File: src/rtl/alu_op_sequencer_if.sv
// Command/response channels between a requester and the ALU op sequencer.
// Command carries op plus operand; response returns captured carry/zero/error.
interface alu_op_sequencer_if #(
  parameter int DATA_W = 8
);
  logic              cmd_valid;
  logic              cmd_ready;
  logic [2:0]        cmd_op;
  logic [DATA_W-1:0] cmd_data;
  logic              rsp_valid;
  logic              rsp_ready;
  logic              rsp_cf;
  logic              rsp_zf;
  logic              rsp_err;

  modport master (
    output cmd_valid,
    output cmd_op,
    output cmd_data,
    output rsp_ready,
    input  cmd_ready,
    input  rsp_valid,
    input  rsp_cf,
    input  rsp_zf,
    input  rsp_err
  );

  modport slave (
    input  cmd_valid,
    input  cmd_op,
    input  cmd_data,
    input  rsp_ready,
    output cmd_ready,
    output rsp_valid,
    output rsp_cf,
    output rsp_zf,
    output rsp_err
  );
endinterface

File: src/rtl/alu_op_sequencer.sv
// Microstep controller for the 8-bit add/sub ALU, A/B registers and flags.
// Strobes decode from state and latched op only, never from the command bus.
module alu_op_sequencer #(
  parameter int ALU_SETTLE = 1,
  parameter int DATA_W     = 8
) (
  input  logic              clk,
  input  logic              clr,
  alu_op_sequencer_if.slave host,
  output logic [DATA_W-1:0] dbus,
  output logic              do_en,
  output logic              ai,
  output logic              bi,
  output logic              su,
  output logic              eo,
  output logic              fi,
  input  logic              flag_c,
  input  logic              flag_z,
  output logic [2:0]        step
);

  typedef enum logic [2:0] {
    IDLE = 3'd0,
    LOAD = 3'd1,
    EXEC = 3'd2,
    CAPT = 3'd3,
    RESP = 3'd4
  } state_t;

  localparam logic [2:0] OP_NOP = 3'd0;
  localparam logic [2:0] OP_ADD = 3'd1;
  localparam logic [2:0] OP_SUB = 3'd2;
  localparam logic [2:0] OP_CMP = 3'd3;
  localparam logic [2:0] OP_LDA = 3'd4;
  localparam logic [2:0] OP_LDB = 3'd5;

  localparam logic [3:0] SETTLE_LD = 4'(ALU_SETTLE - 1);

  state_t     state;
  state_t     state_nx;
  logic [2:0] op_q;
  logic [3:0] cnt;
  logic       accept;
  logic       ready_st;
  logic       rsp_v;
  logic       rsp_cf;
  logic       rsp_zf;
  logic       rsp_err;

  logic op_add;
  logic op_sub;
  logic op_cmp;
  logic op_lda;
  logic op_ldb;
  logic arith;
  logic wback;
  logic in_nop;
  logic in_bad;

  assign op_add = (op_q == OP_ADD);
  assign op_sub = (op_q == OP_SUB);
  assign op_cmp = (op_q == OP_CMP);
  assign op_lda = (op_q == OP_LDA);
  assign op_ldb = (op_q == OP_LDB);
  assign arith  = op_add | op_sub | op_cmp;
  assign wback  = op_add | op_sub;

  assign in_nop = (host.cmd_op == OP_NOP);
  assign in_bad = (host.cmd_op > OP_LDB);

  always_ff @(posedge clk or posedge clr) begin
    if (clr) begin
      state <= IDLE;
    end else begin
      state <= state_nx;
    end
  end

  always_comb begin
    state_nx = state;
    ready_st = 1'b0;
    accept   = 1'b0;
    rsp_v    = 1'b0;
    do_en    = 1'b0;
    ai       = 1'b0;
    bi       = 1'b0;
    su       = 1'b0;
    eo       = 1'b0;
    fi       = 1'b0;
    unique case (state)
      IDLE: begin
        ready_st = 1'b1;
        accept   = host.cmd_valid;
        if (accept) begin
          unique case (1'b1)
            in_bad:  state_nx = RESP;
            in_nop:  state_nx = CAPT;
            default: state_nx = LOAD;
          endcase
        end
      end
      LOAD: begin
        do_en = 1'b1;
        ai    = op_lda;
        bi    = arith | op_ldb;
        // subtract select goes up early so the ALU settles during LOAD
        su    = op_sub | op_cmp;
        if (op_lda | op_ldb) begin
          state_nx = CAPT;
        end else begin
          state_nx = EXEC;
        end
      end
      EXEC: begin
        su = op_sub | op_cmp;
        if (cnt == 4'd0) begin
          fi       = arith;
          eo       = wback;
          ai       = wback;
          state_nx = CAPT;
        end
      end
      CAPT: begin
        state_nx = RESP;
      end
      RESP: begin
        rsp_v = 1'b1;
        if (host.rsp_ready) begin
          state_nx = IDLE;
        end
      end
      default: begin
        state_nx = IDLE;
      end
    endcase
  end

  always_ff @(posedge clk or posedge clr) begin
    if (clr) begin
      op_q    <= OP_NOP;
      dbus    <= '0;
      cnt     <= 4'd0;
      rsp_cf  <= 1'b0;
      rsp_zf  <= 1'b0;
      rsp_err <= 1'b0;
    end else begin
      if (accept) begin
        op_q <= host.cmd_op;
        dbus <= host.cmd_data;
        if (in_bad) begin
          rsp_err <= 1'b1;
          rsp_cf  <= 1'b0;
          rsp_zf  <= 1'b0;
        end
      end
      if (state == LOAD) begin
        cnt <= SETTLE_LD;
      end else if (state == EXEC && cnt != 4'd0) begin
        cnt <= cnt - 4'd1;
      end
      // flag register has already taken the EXEC-edge update here
      if (state == CAPT) begin
        rsp_cf  <= flag_c;
        rsp_zf  <= flag_z;
        rsp_err <= 1'b0;
      end
    end
  end

  assign host.cmd_ready = ready_st & ~clr;
  assign host.rsp_valid = rsp_v;
  assign host.rsp_cf    = rsp_cf;
  assign host.rsp_zf    = rsp_zf;
  assign host.rsp_err   = rsp_err;
  assign step           = state;

endmodule

File: src/flat_wrapper.sv
// flat-port wrapper written by rule: the top's interface ports become plain ports
module alu_op_sequencer_flat 
#(
  parameter int ALU_SETTLE = 1,
  parameter int DATA_W     = 8
)
  (clk, clr, dbus, do_en, ai, bi, su, eo, fi, flag_c, flag_z, step, host_cmd_valid, host_cmd_op, host_cmd_data, host_rsp_ready, host_cmd_ready, host_rsp_valid, host_rsp_cf, host_rsp_zf, host_rsp_err);
  alu_op_sequencer_if #(.DATA_W(DATA_W)) host_i ();
  input  logic clk;
  input  logic clr;
  output logic [DATA_W-1:0] dbus;
  output logic do_en;
  output logic ai;
  output logic bi;
  output logic su;
  output logic eo;
  output logic fi;
  input  logic flag_c;
  input  logic flag_z;
  output logic [2:0] step;
  input wire logic [$bits(host_i.cmd_valid)-1:0] host_cmd_valid;
  input wire logic [$bits(host_i.cmd_op)-1:0] host_cmd_op;
  input wire logic [$bits(host_i.cmd_data)-1:0] host_cmd_data;
  input wire logic [$bits(host_i.rsp_ready)-1:0] host_rsp_ready;
  output wire logic [$bits(host_i.cmd_ready)-1:0] host_cmd_ready;
  output wire logic [$bits(host_i.rsp_valid)-1:0] host_rsp_valid;
  output wire logic [$bits(host_i.rsp_cf)-1:0] host_rsp_cf;
  output wire logic [$bits(host_i.rsp_zf)-1:0] host_rsp_zf;
  output wire logic [$bits(host_i.rsp_err)-1:0] host_rsp_err;
  assign host_i.cmd_valid = host_cmd_valid;
  assign host_i.cmd_op = host_cmd_op;
  assign host_i.cmd_data = host_cmd_data;
  assign host_i.rsp_ready = host_rsp_ready;
  assign host_cmd_ready = host_i.cmd_ready;
  assign host_rsp_valid = host_i.rsp_valid;
  assign host_rsp_cf = host_i.rsp_cf;
  assign host_rsp_zf = host_i.rsp_zf;
  assign host_rsp_err = host_i.rsp_err;
  alu_op_sequencer #(.ALU_SETTLE(ALU_SETTLE), .DATA_W(DATA_W)) u_core (.clk(clk), .clr(clr), .host(host_i), .dbus(dbus), .do_en(do_en), .ai(ai), .bi(bi), .su(su), .eo(eo), .fi(fi), .flag_c(flag_c), .flag_z(flag_z), .step(step));
endmodule
File: config.mk
export PLATFORM = sky130hd
export DESIGN_NAME = alu_op_sequencer_flat
export DESIGN_NICKNAME = d
export VERILOG_FILES = /design/src/rtl/alu_op_sequencer_if.sv /design/src/rtl/alu_op_sequencer.sv /design/src/flat_wrapper.sv
export SDC_FILE = /design/constraint.sdc
export NUM_CORES = 1
export LEC_CHECK = 0
export ABC_AREA = 1
export CAP_MARGIN = 20
export CELL_PAD_IN_SITES_DETAIL_PLACEMENT = 0
export CELL_PAD_IN_SITES_GLOBAL_PLACEMENT = 2
export CORE_ASPECT_RATIO = 0.75
export CORE_MARGIN = 5
export CORE_UTILIZATION = 24
export DETAILED_ROUTE_END_ITERATION = 8
export PLACE_DENSITY_LB_ADDON = 0.1
export SYNTH_ARGS = -nofsm -noshare
export SYNTH_HDL_FRONTEND = slang
export SYNTH_SLANG_ARGS = --single-unit
File: constraint.sdc
create_clock -name clk -period 1.7 [get_ports clk]
set_clock_uncertainty 0.1 [all_clocks]
set_input_delay 0.34 -clock clk [delete_from_list [all_inputs] [get_ports clk]]
set_output_delay 0.34 -clock clk [all_outputs]
set_load 0.01 [all_outputs]
==> results of run 1 <==
-- report_power, final --
part	total [W]	switching, W	internal [W]
clock	0.000340	0.000174	0.000166
combinational	0.00173	0.000822	0.000903
sequential	0.000821	0.000130	0.000692
-- flip-flops by register name (all words and copies together), names as in the netlist --
register,count
u_core.host.rsp_zf,1
u_core.step,3
u_core.host.rsp_cf,1
u_core.cnt,4
u_core.op_q,3
u_core.dbus,8
u_core.host.rsp_err,1
-- worst reg2reg max path, stage by stage (launching register included) --
cell,delay [ns]
dfrtp_2,0.45
buf_6,0.14
nor2_4,0.11
buf_4,0.13
nand3_2,0.13
o21ai_0,0.29
o21ai_0,0.12
-- repair_timing --
action | CTS | global route
pin swaps | 4 | 3
setup endpoints to repair | 11 | 8
gates resized for setup | 59 | 6
setup buffers | 5 | 2
-- per-stage QoR --
step	hold WS, ns	total power (W)	TNS, ns	instances
floorplan	0.217	0.00156	0	136
global placement	0.361	0.00242	-1.10	252
detailed placement	0.366	0.00244	-1.25	252
CTS	0.344	0.00291	-0.247	261
global route	0.397	0.00316	-0.536	263
finish	0.343	0.00289	-0.155	263
-- kinds of logic after synthesis --
kind of cell,Yosys count,share of synthesized area [%]
fa+ha+maj,1,1.16
simple gates,73,30.8
buf+inv,24,9.38
compound gates,16,9.26
xor+xnor,1,0.810
flops,21,48.6
-- worst paths after layout --
check                               startpoint                  to  slack (ns)  cells past startpoint
worst max-delay path             u_core.cnt[1]                  ai       -0.07                      7
worst min-delay path                       clr  u_core.host.rsp_zf        0.34                      3
worst max register to register  u_core.step[0]  u_core.host.rsp_cf        0.12                      6
worst min register to register  u_core.dbus[0]      u_core.dbus[0]        0.38                      2
max in group asynchronous                  clr      u_core.step[0]        0.91                      3
min in group clk                u_core.dbus[0]      u_core.dbus[0]        0.38                      2
-- routing by layer --
| metal | vias up | share of wire, % | global-route usage [%] | wire (um) |
|---|---|---|---|---|
| li1 | 568 | - | - | - |
| met3 | 2 | 6.1 | 3.37 | 174 |
| met2 | 23 | 45 | 19.7 | 1280 |
| met4 | 0 | 0.80 | 2.87 | 23 |
| met1 | 476 | 48 | 13.8 | 1390 |
| met5 | - | 0 | 0 | 0 |
-- cell type report --
cell class,instances,area (um^2)
inverters,22,82.6
multi-input cells,91,523
clock inverters,1,7.51
clock buffers,3,41.3
fillers,454,2570
flip-flops and latches,21,527
well taps,57,71.3
repair buffers,68,596
-- placed cells by master (no fill, tap or decap), types with 4 or more instances in the layout --
cell and count:
inv_1 13, nor2_1 10, dfrtp_1 20, buf_4 26, clkdlybuf4s50_1 27, buf_2 5
buf_6 7, nand3_1 6, nand2_1 40, nand2_2 4, inv_2 9, o21ai_0 6
==> summary.md, run 1 <==
| Metric | Value |
|---|---|
| Port Buffer Count | 38 |
| Share of cells above drive strength 1 | 35.0% |
| H-tree lvl count | 1 |
| Initial Util | about a quarter |
| Register area share after synthesis | between 40 and 50% |
| Setup WS post-layout | -0.0719 ns |
| CP endpoint kind | primary output |
| Rows | 21 |
| Nets | roughly 230 |
| CTS Buffer Depth | 2 |
| Pwr Density | between 1500 and 2000 nW/um^2 |
| Final setup vio count | 4 |
| Routed wire length | 2.87 mm |
| Overflow after GRT | 0 |
| DRT Pass-1 Iters | 3 |
| CP Launch Type | register |
| Top delay family on crit path | flip-flops |
| Final worst-path cycle share | 104% |
| Worst path buffer plus inverter count | 3 |
| YS warnings | 0 |
| Tot GR Track Use | a little under an eighth |
| EDFF count, synth | 0 |
| Slowest cell on the critical path | dfrtp_1 |
| Later-pin clock latency in the skew report | 0.26 ns |
| FFs w/ async S/R, synth | 100% |
| Crit-path cells | inv_2 -> ha_4 -> nand3_4 -> inv_2 -> nand3_2 -> o21ai_1 -> buf_2 |
| Most used cell, CP | inv_2 |
| Hold Vio Cnt, Final | 0 |
| Initial antenna violation count | 0 |
| Area share of the largest cell type after synthesis | between 40% and 50% |
| Min-Delay Path Class | input pin to async pin |
| Die W | just under 90 um |
| Post-Synthesis Cells | 136 |
| CTS sink count | 21 |
| Area of the core | 4410 um^2 |
| LEAKAGE | between 0.9 and 1 nW |
| DRC viols | 0 |
| Die H | slightly below 70 um |
| Total Die Area | slightly below 6000 um^2 |
| Status | complete, but fails checks |
| DRT iter0 DRCs | 15 |
| Critical path class | register to primary output |
| Largest net degree at the start of global routing | 22 |
| Routed vias/inst | roughly 4.1 |
| Syn Nets | 154 |
| Commonest register cell after synthesis | dfrtp_1 |
| Area after DPL | between 1500 and 2000 um^2 |
| Via count | around 1,100 |
| Peak supply drop | 654 uV |
| Fin area | about 1800 um^2 |
| Synth-to-Final Area Change | 70.9% |
| Post-Syn Area per Cell | between 7 and 8 um^2 |
| Leading cell type by number of instances after synthesis | nand2_1 |
| CTS tree | done |
| Max frequency | ~0.56 GHz |
| Failing checks | negative setup slack |
| Worst-Margin Slew | 0.290 ns |
| Worst Path Max Fanout | 3 |
| Vias in the first global route | 1,156 |
| DP Wirelength | between 2 and 2.5 mm |
| Num CTS Buffers | 3 |
| Maximum Capacitance Violations | 0 |
| First-pass GRT wire length | around 5.2 mm |
| Max_slew headroom | roughly 80% |
| Final Max Slew Viols | 0 |
| Main area contributors after synthesis | dfrtp_1, nand2_1, inv_1 |
| CP required | between 1 and 1.5 ns |
| Mapped cell area | between 1000 and 1500 um^2 |
| Post-placement setup slack | -0.277 ns |
| Fin util | between 40% and 50% |
| Diode count | 0 |
| Area leader, netlist | dfrtp_1 |
| RSZ-0062 raised after global routing | yes |
| Commonest cells in the netlist | nand2_1, dfrtp_1, inv_1 |
| Antenna-violating nets left | 0 |
| Tmin final | around 1.8 ns |
| Root Driver | clkbuf_8 |
| Worst-path clk slew | about 0.08 ns |
| Post-synthesis cell type count | 25 |
| WP data arrival | ~1.3 ns |
| IO Count | 39 |
| Wire per inst | approximately 11 um |
| Post-CTS Hold Fix Bufs | 0 |
| Seq cells post-synth | 21 |
| Crit-path max cell delay | ~0.39 ns |
| GP Congestion | slightly above 0.7 |
(Power assumes the default switching activity.)
==> run 2: changes to the inputs <==
--- a/config.mk
+++ b/config.mk
@@ -14,6 +14,7 @@
 export CORE_UTILIZATION = 24
 export DETAILED_ROUTE_END_ITERATION = 8
 export PLACE_DENSITY_LB_ADDON = 0.1
+export SKIP_CTS_REPAIR_TIMING = 1
 export SYNTH_ARGS = -nofsm -noshare
 export SYNTH_HDL_FRONTEND = slang
 export SYNTH_SLANG_ARGS = --single-unit
==> run 2 against run 1 <==
  * Worst setup slack lost 0.013 ns
  * Combinational power is essentially flat
  * Critical path depth shrank 1
  * Final area shrank 0.74%
  * Clock power is essentially flat
  * Power grew 0.91%
  * Flip-flop and latch count is the same
  * The run still ends with negative setup slack left
  * Critical endpoint unchanged
  * Routed wire length grew 0.66%
  * Largest cell class unchanged
  * Largest power group unchanged
  * Cell count shrank 1.1%
  * Highest routed layer unchanged
==> summary.md, run 2 (synthesized netlist as in run 1, its figures left out) <==
| Metric | Value |
|---|---|
| Status | complete, but fails checks |
| Failing checks | negative setup slack |
| Worst-Margin Slew | just under 0.3 ns |
| Max frequency | 0.560 GHz |
| CTS Buffer Depth | 2 |
| DRT Pass-1 Iters | 4 |
| Setup TNS | -0.118 ns |
| Crit-path max cell delay | about 0.42 ns |
| Tmin final | between 1.5 and 2 ns |
| Worst-path clk slew | 0.08 ns |
| CTS tree | done |
| Peak supply drop | approximately 660 uV |
| Met3 usage | around 3.4% |
| Met2 GRT Util | 18.7% |
| RSZ-0062 raised after global routing | yes |
| CP endpoint kind | primary output |
| Top delay family on crit path | flip-flops |
| GR peak layer | met2 |
| Antenna-violating nets left | 0 |
| Min-Delay Path Class | input pin to async pin |
| Routed vias/inst | around 4.1 |
| Multi-input combinational cell area | 523 um^2 |
| Met1 GRT Util | 13.4% |
| WP depth | 6 |
| DP Wirelength | around 2.2 mm |
| Hold slack | 0.343 ns |
| Root Driver | clkbuf_8 |
| Largest net degree at the start of global routing | 22 |
| Top reg by flops | u_core.dbus |
| H-tree lvl count | 1 |
| Via count | between 1,000 and 1,500 |
| Initial Util | 24.5% |
| R2R cell count | 6 |
| Slowest cell on the critical path | dfrtp_1 |
| Diode count | 0 |
| First-pass GRT wire length | about 5 mm |
| Max_slew headroom | between 80% and 90% |
| Tot GR Track Use | between 10% and 20% |
| Crit-path cells | inv_2 -> nand2_2 -> a21oi_2 -> nand3_2 -> o21ai_1 -> buf_2 |
| FF+latch area | 527 um^2 |
| Filler Cell Count | around 460 |
| Nets | between 200 and 250 |
| Share of cells above drive strength 1 | 35.0% |
| Critical path class | register to primary output |
| GP Congestion | ~0.72 |
| Final setup vio count | 2 |
| CP required | roughly 1.3 ns |
| Vias in the first global route | roughly 1,100 |
| IO Count | 39 |
| Total Die Area | between 5000 and 6000 um^2 |
| Largest regs | u_core.dbus (8), u_core.cnt (4) |
| Synth-to-Final Area Change | 69.7% |
| Reg2reg end | u_core.host.rsp_cf |
| Die W | 87.5 um |
| Later-pin clock latency in the skew report | between 0.2 and 0.3 ns |
| Pwr Density | ~1600 nW/um^2 |
| Wire per inst | 11.1 um |
| CP Launch Type | register |
| R2R Setup Slk | between 0.1 and 0.15 ns |
| Most common cell after layout, fill and taps aside | nand2_1 |
| DRT iter0 DRCs | 10 |
| Final worst-path cycle share | 105% |
| Routed wire length | 2.89 mm |
| Num CTS Buffers | 3 |
| DRC viols | 0 |
| Max reg flops | 8 |
| Worst Path Max Fanout | 3 |
| Die H | just under 70 um |
| Most frequent cells in the layout | nand2_1, clkdlybuf4s50_1, buf_4 |
| Area of the core | ~4400 um^2 |
| LEAKAGE | roughly 0.97 nW |
| CTS sink count | 21 |
| Port Buffer Count | 38 |
| Maximum Capacitance Violations | 0 |
| Setup WS post-layout | -0.0851 ns |
| Worst path buffer plus inverter count | 2 |
| Initial antenna violation count | 0 |
| Hold Vio Cnt, Final | 0 |
| Final Max Slew Viols | 0 |
| Overflow after GRT | 0 |
| Rows | 21 |
| Reg2reg start | u_core.step[1] |
| WP data arrival | 1.35 ns |
run 2: tightest hold or removal path, delay by kind of cell:
kind     cells  cell delay [ns]
buf+inv      3             0.76
run 2: per-stage QoR:
| step | power (W) | worst slack [ns] | utilization (%) | instances | area, um^2 |
|---|---|---|---|---|---|
| CTS | 0.00281 | -0.580 | 39.3 | 256 | 1740 |
| floorplan | 0.00156 | 0.132 | - | 136 | 1080 |
| detailed placement | 0.00244 | -0.277 | 38.2 | 252 | 1690 |
| global placement | 0.00242 | -0.222 | 38.2 | 252 | 1690 |
| finish | 0.00291 | -0.0851 | 41.6 | 260 | 1830 |
| global route | 0.00318 | -0.173 | 41.6 | 260 | 1830 |
run 2: power by group:
group	switching, W	total (W)	leakage [nW]	internal (W)
clock network	0.000174	0.000340	0.0217	0.000166
logic	0.000823	0.00174	0.683	0.000913
registers	0.000145	0.000837	0.268	0.000692
total	0.00114	0.00291	0.972	0.00177
run 2: how the worst max path moves through the flow:
stage	startpoint	endpoint	slack, ns
finish	u_core.op_q[1]	ai	-0.09
CTS	u_core.cnt[1]	ai	-0.58
global route	u_core.op_q[1]	ai	-0.17
floorplan	u_core.step[1]	ai	0.13
global placement	u_core.cnt[1]	ai	-0.22
detailed placement	u_core.cnt[1]	ai	-0.28
run 2: area by class of cell:
cell class / instances / share of cell area [%]
clock inverters: 1 / 0.409
multi-input cells: 91 / 28.5
repair buffers: 65 / 31.7
clock buffers: 3 / 2.25
inverters: 22 / 4.50
well taps: 57 / 3.89
flip-flops and latches: 21 / 28.7
run 2: per-layer routing:
layer / vias to the layer above / routed length, um
met1: 489 / 1390
met3: 2 / 179
met5: - / 0
li1: 564 / -
met4: 0 / 23
met2: 23 / 1300
==> RTL edit (flow settings as in run 1) <==
`DATA_W` is set to 8 in 3 places; all go to 9.
--- a/src/rtl/alu_op_sequencer_if.sv
+++ b/src/rtl/alu_op_sequencer_if.sv
@@ -1,7 +1,7 @@
 // Command/response channels between a requester and the ALU op sequencer.
 // Command carries op plus operand; response returns captured carry/zero/error.
 interface alu_op_sequencer_if #(
-  parameter int DATA_W = 8
+  parameter int DATA_W = 9
 );
   logic              cmd_valid;
   logic              cmd_ready;
--- a/src/rtl/alu_op_sequencer.sv
+++ b/src/rtl/alu_op_sequencer.sv
@@ -2,7 +2,7 @@
 // Strobes decode from state and latched op only, never from the command bus.
 module alu_op_sequencer #(
   parameter int ALU_SETTLE = 1,
-  parameter int DATA_W     = 8
+  parameter int DATA_W     = 9
 ) (
   input  logic              clk,
   input  logic              clr,
--- a/src/flat_wrapper.sv
+++ b/src/flat_wrapper.sv
@@ -2,7 +2,7 @@
 module alu_op_sequencer_flat 
 #(
   parameter int ALU_SETTLE = 1,
-  parameter int DATA_W     = 8
+  parameter int DATA_W     = 9
 )
   (clk, clr, dbus, do_en, ai, bi, su, eo, fi, flag_c, flag_z, step, host_cmd_valid, host_cmd_op, host_cmd_data, host_rsp_ready, host_cmd_ready, host_rsp_valid, host_rsp_cf, host_rsp_zf, host_rsp_err);
   alu_op_sequencer_if #(.DATA_W(DATA_W)) host_i ();
Interface: changed (resized dbus and host_cmd_data); port bits go from 39 to 41. The function was not compared with the original's and may differ.
==> RTL edit against run 1 <==
- the flow still finishes with violations (setup timing)
- total power increased by 10%
- final area increased by 7.0%
- routed wire length increased by 12%
- register-to-register slack improved by 70 ps
- count of clock-buffer cells in the layout unchanged
- utilization increased by 1.4 points
- die area increased by 6.3%
- setup slack got worse by 60 ps
- sequential cell count increased by 1
- synthesized area increased by 7.3%
==> RTL edit: results (changes against run 1) <==
Outcome
  • Outcome: finished with violations
  • Failing checks: setup timing

Drt
  • WL/cell: 11.6 µm (+5.9%)
  • Met2 WL: 1.52 mm (+18%)
  • Initial DRC Count: 23 (+8)
  • DRT Pass-1 Iters: 6 (+3)
  • Met3 Wirelength: 189 µm (+8.6%)
  • Vias/cell: 4.21 (+3.5%)

Layout
  • Regs by FF count: u_core.dbus x9, u_core.cnt x4
  • Layout cells sized above 1: 33.3% (-1.6 points)
  • Fin cells: 279 (+6.1%)
  • Fillers: 465 (+2.4%)

Worst setup path
  • WP data arrival: 1390 ps (+60 ps)
  • Max FO, Critical Path: 2 (-1)

Yosys
  • Synth Instances: 145 (+6.6%)
  • Top cells by area, synth: dfrtp_1 (47%), nand2_1 (18%), inv_1 (4.9%)
  • Syn Nets: 164 (+6.5%)

Pwr
  • Pleak: 0.00104 µW (+10%)
  • Worst VDD drop: 0.000642 V (-1.8%)

Global route
  • Largest net degree at the start of global routing: 23 (+4.5%)
  • Vias in the first global route: 1200 (+3.8%)
  • Total GRT Usage: 10.8% (-0.51 points)
  • Global-route wire length before repair: 5.64 mm (+8.2%)

STA
  • # setup viols final: 5 (+1)
  • Final worst slack: -132 ps (-60.5 ps)
  • Slew headroom: 80.8% (+0.095 points)

Placed design
  • Placed Area: 1820 µm² (+8.1%)
  • Pre-CTS WS: -303 ps (-26.2 ps)
  • DP HPWL: 2.49 mm (+13%)
-- RTL edit: timing repair --
action | in CTS | in global routing
hold endpoints to repair | 0 | 0
pin swaps | 4 | 6
endpoints found under the setup margin | 11 | 9
setup buffers | 4 | 3
gates cloned | 0 | 0
resized for setup | 43 | 12
-- RTL edit: worst min-delay path: stages --
cell and delay, ps:
clkdlybuf4s50_1 420, inv_1 60, buf_4 290
-- RTL edit: logic make-up after synthesis --
kind of cell / Yosys count / share of synthesized area [%]
buf+inv: 21 / 7.98
simple gates: 88 / 36.0
flops: 22 / 47.5
fa+ha+maj: 1 / 1.08
compound gates: 12 / 6.69
xor+xnor: 1 / 0.755
-- RTL edit: path summary, 6_finish.rpt --
check	from	to	slack, ps	cells after the start
setup / recovery	u_core.cnt[1]$_DFFE_PP0P_	ai	-130	7
hold / removal	clr	u_core.step[2]$_DFFE_PP0P_	340	3
setup reg to reg	u_core.step[0]$_DFFE_PP0P_	u_core.dbus[3]$_DFFE_PP0P_	190	8
hold reg to reg	u_core.dbus[8]$_DFFE_PP0P_	u_core.dbus[8]$_DFFE_PP0P_	380	2
max in group asynchronous	clr	u_core.dbus[7]$_DFFE_PP0P_	930	3
min in group clk	u_core.dbus[8]$_DFFE_PP0P_	u_core.dbus[8]$_DFFE_PP0P_	380	2
-- RTL edit: final cells by class --
cell class,instances,area (µm²),share of cell area [%]
flip-flops and latches,22,551,27.8
clock inverters,1,30.0,1.52
inverters,19,73.8,3.73
multi-input cells,102,561,28.4
clock buffers,3,41.3,2.09
well taps,57,71.3,3.61
repair buffers,75,649,32.8
-- RTL edit: routing by layer --
| layer | vias to the layer above | track usage, % |
|---|---|---|
| met4 | 0 | 2.48 |
| met5 | - | 0 |
| met2 | 26 | 17.9 |
| met3 | 2 | 3.86 |
| met1 | 543 | 13.6 |
| li1 | 603 | - |
-- RTL edit: power breakdown --
part           internal (µW)  switching [µW]
combinational            956             889
sequential               726             115
clock                    315             181
-- RTL edit: stage by stage --
stage                     TNS, ps  hold WS [ps]
final                        -419           337
after global routing         -828           397
after CTS                    -408           351
after detailed placement    -1240           364
after global placement      -1140           359
after floorplan                 0           229
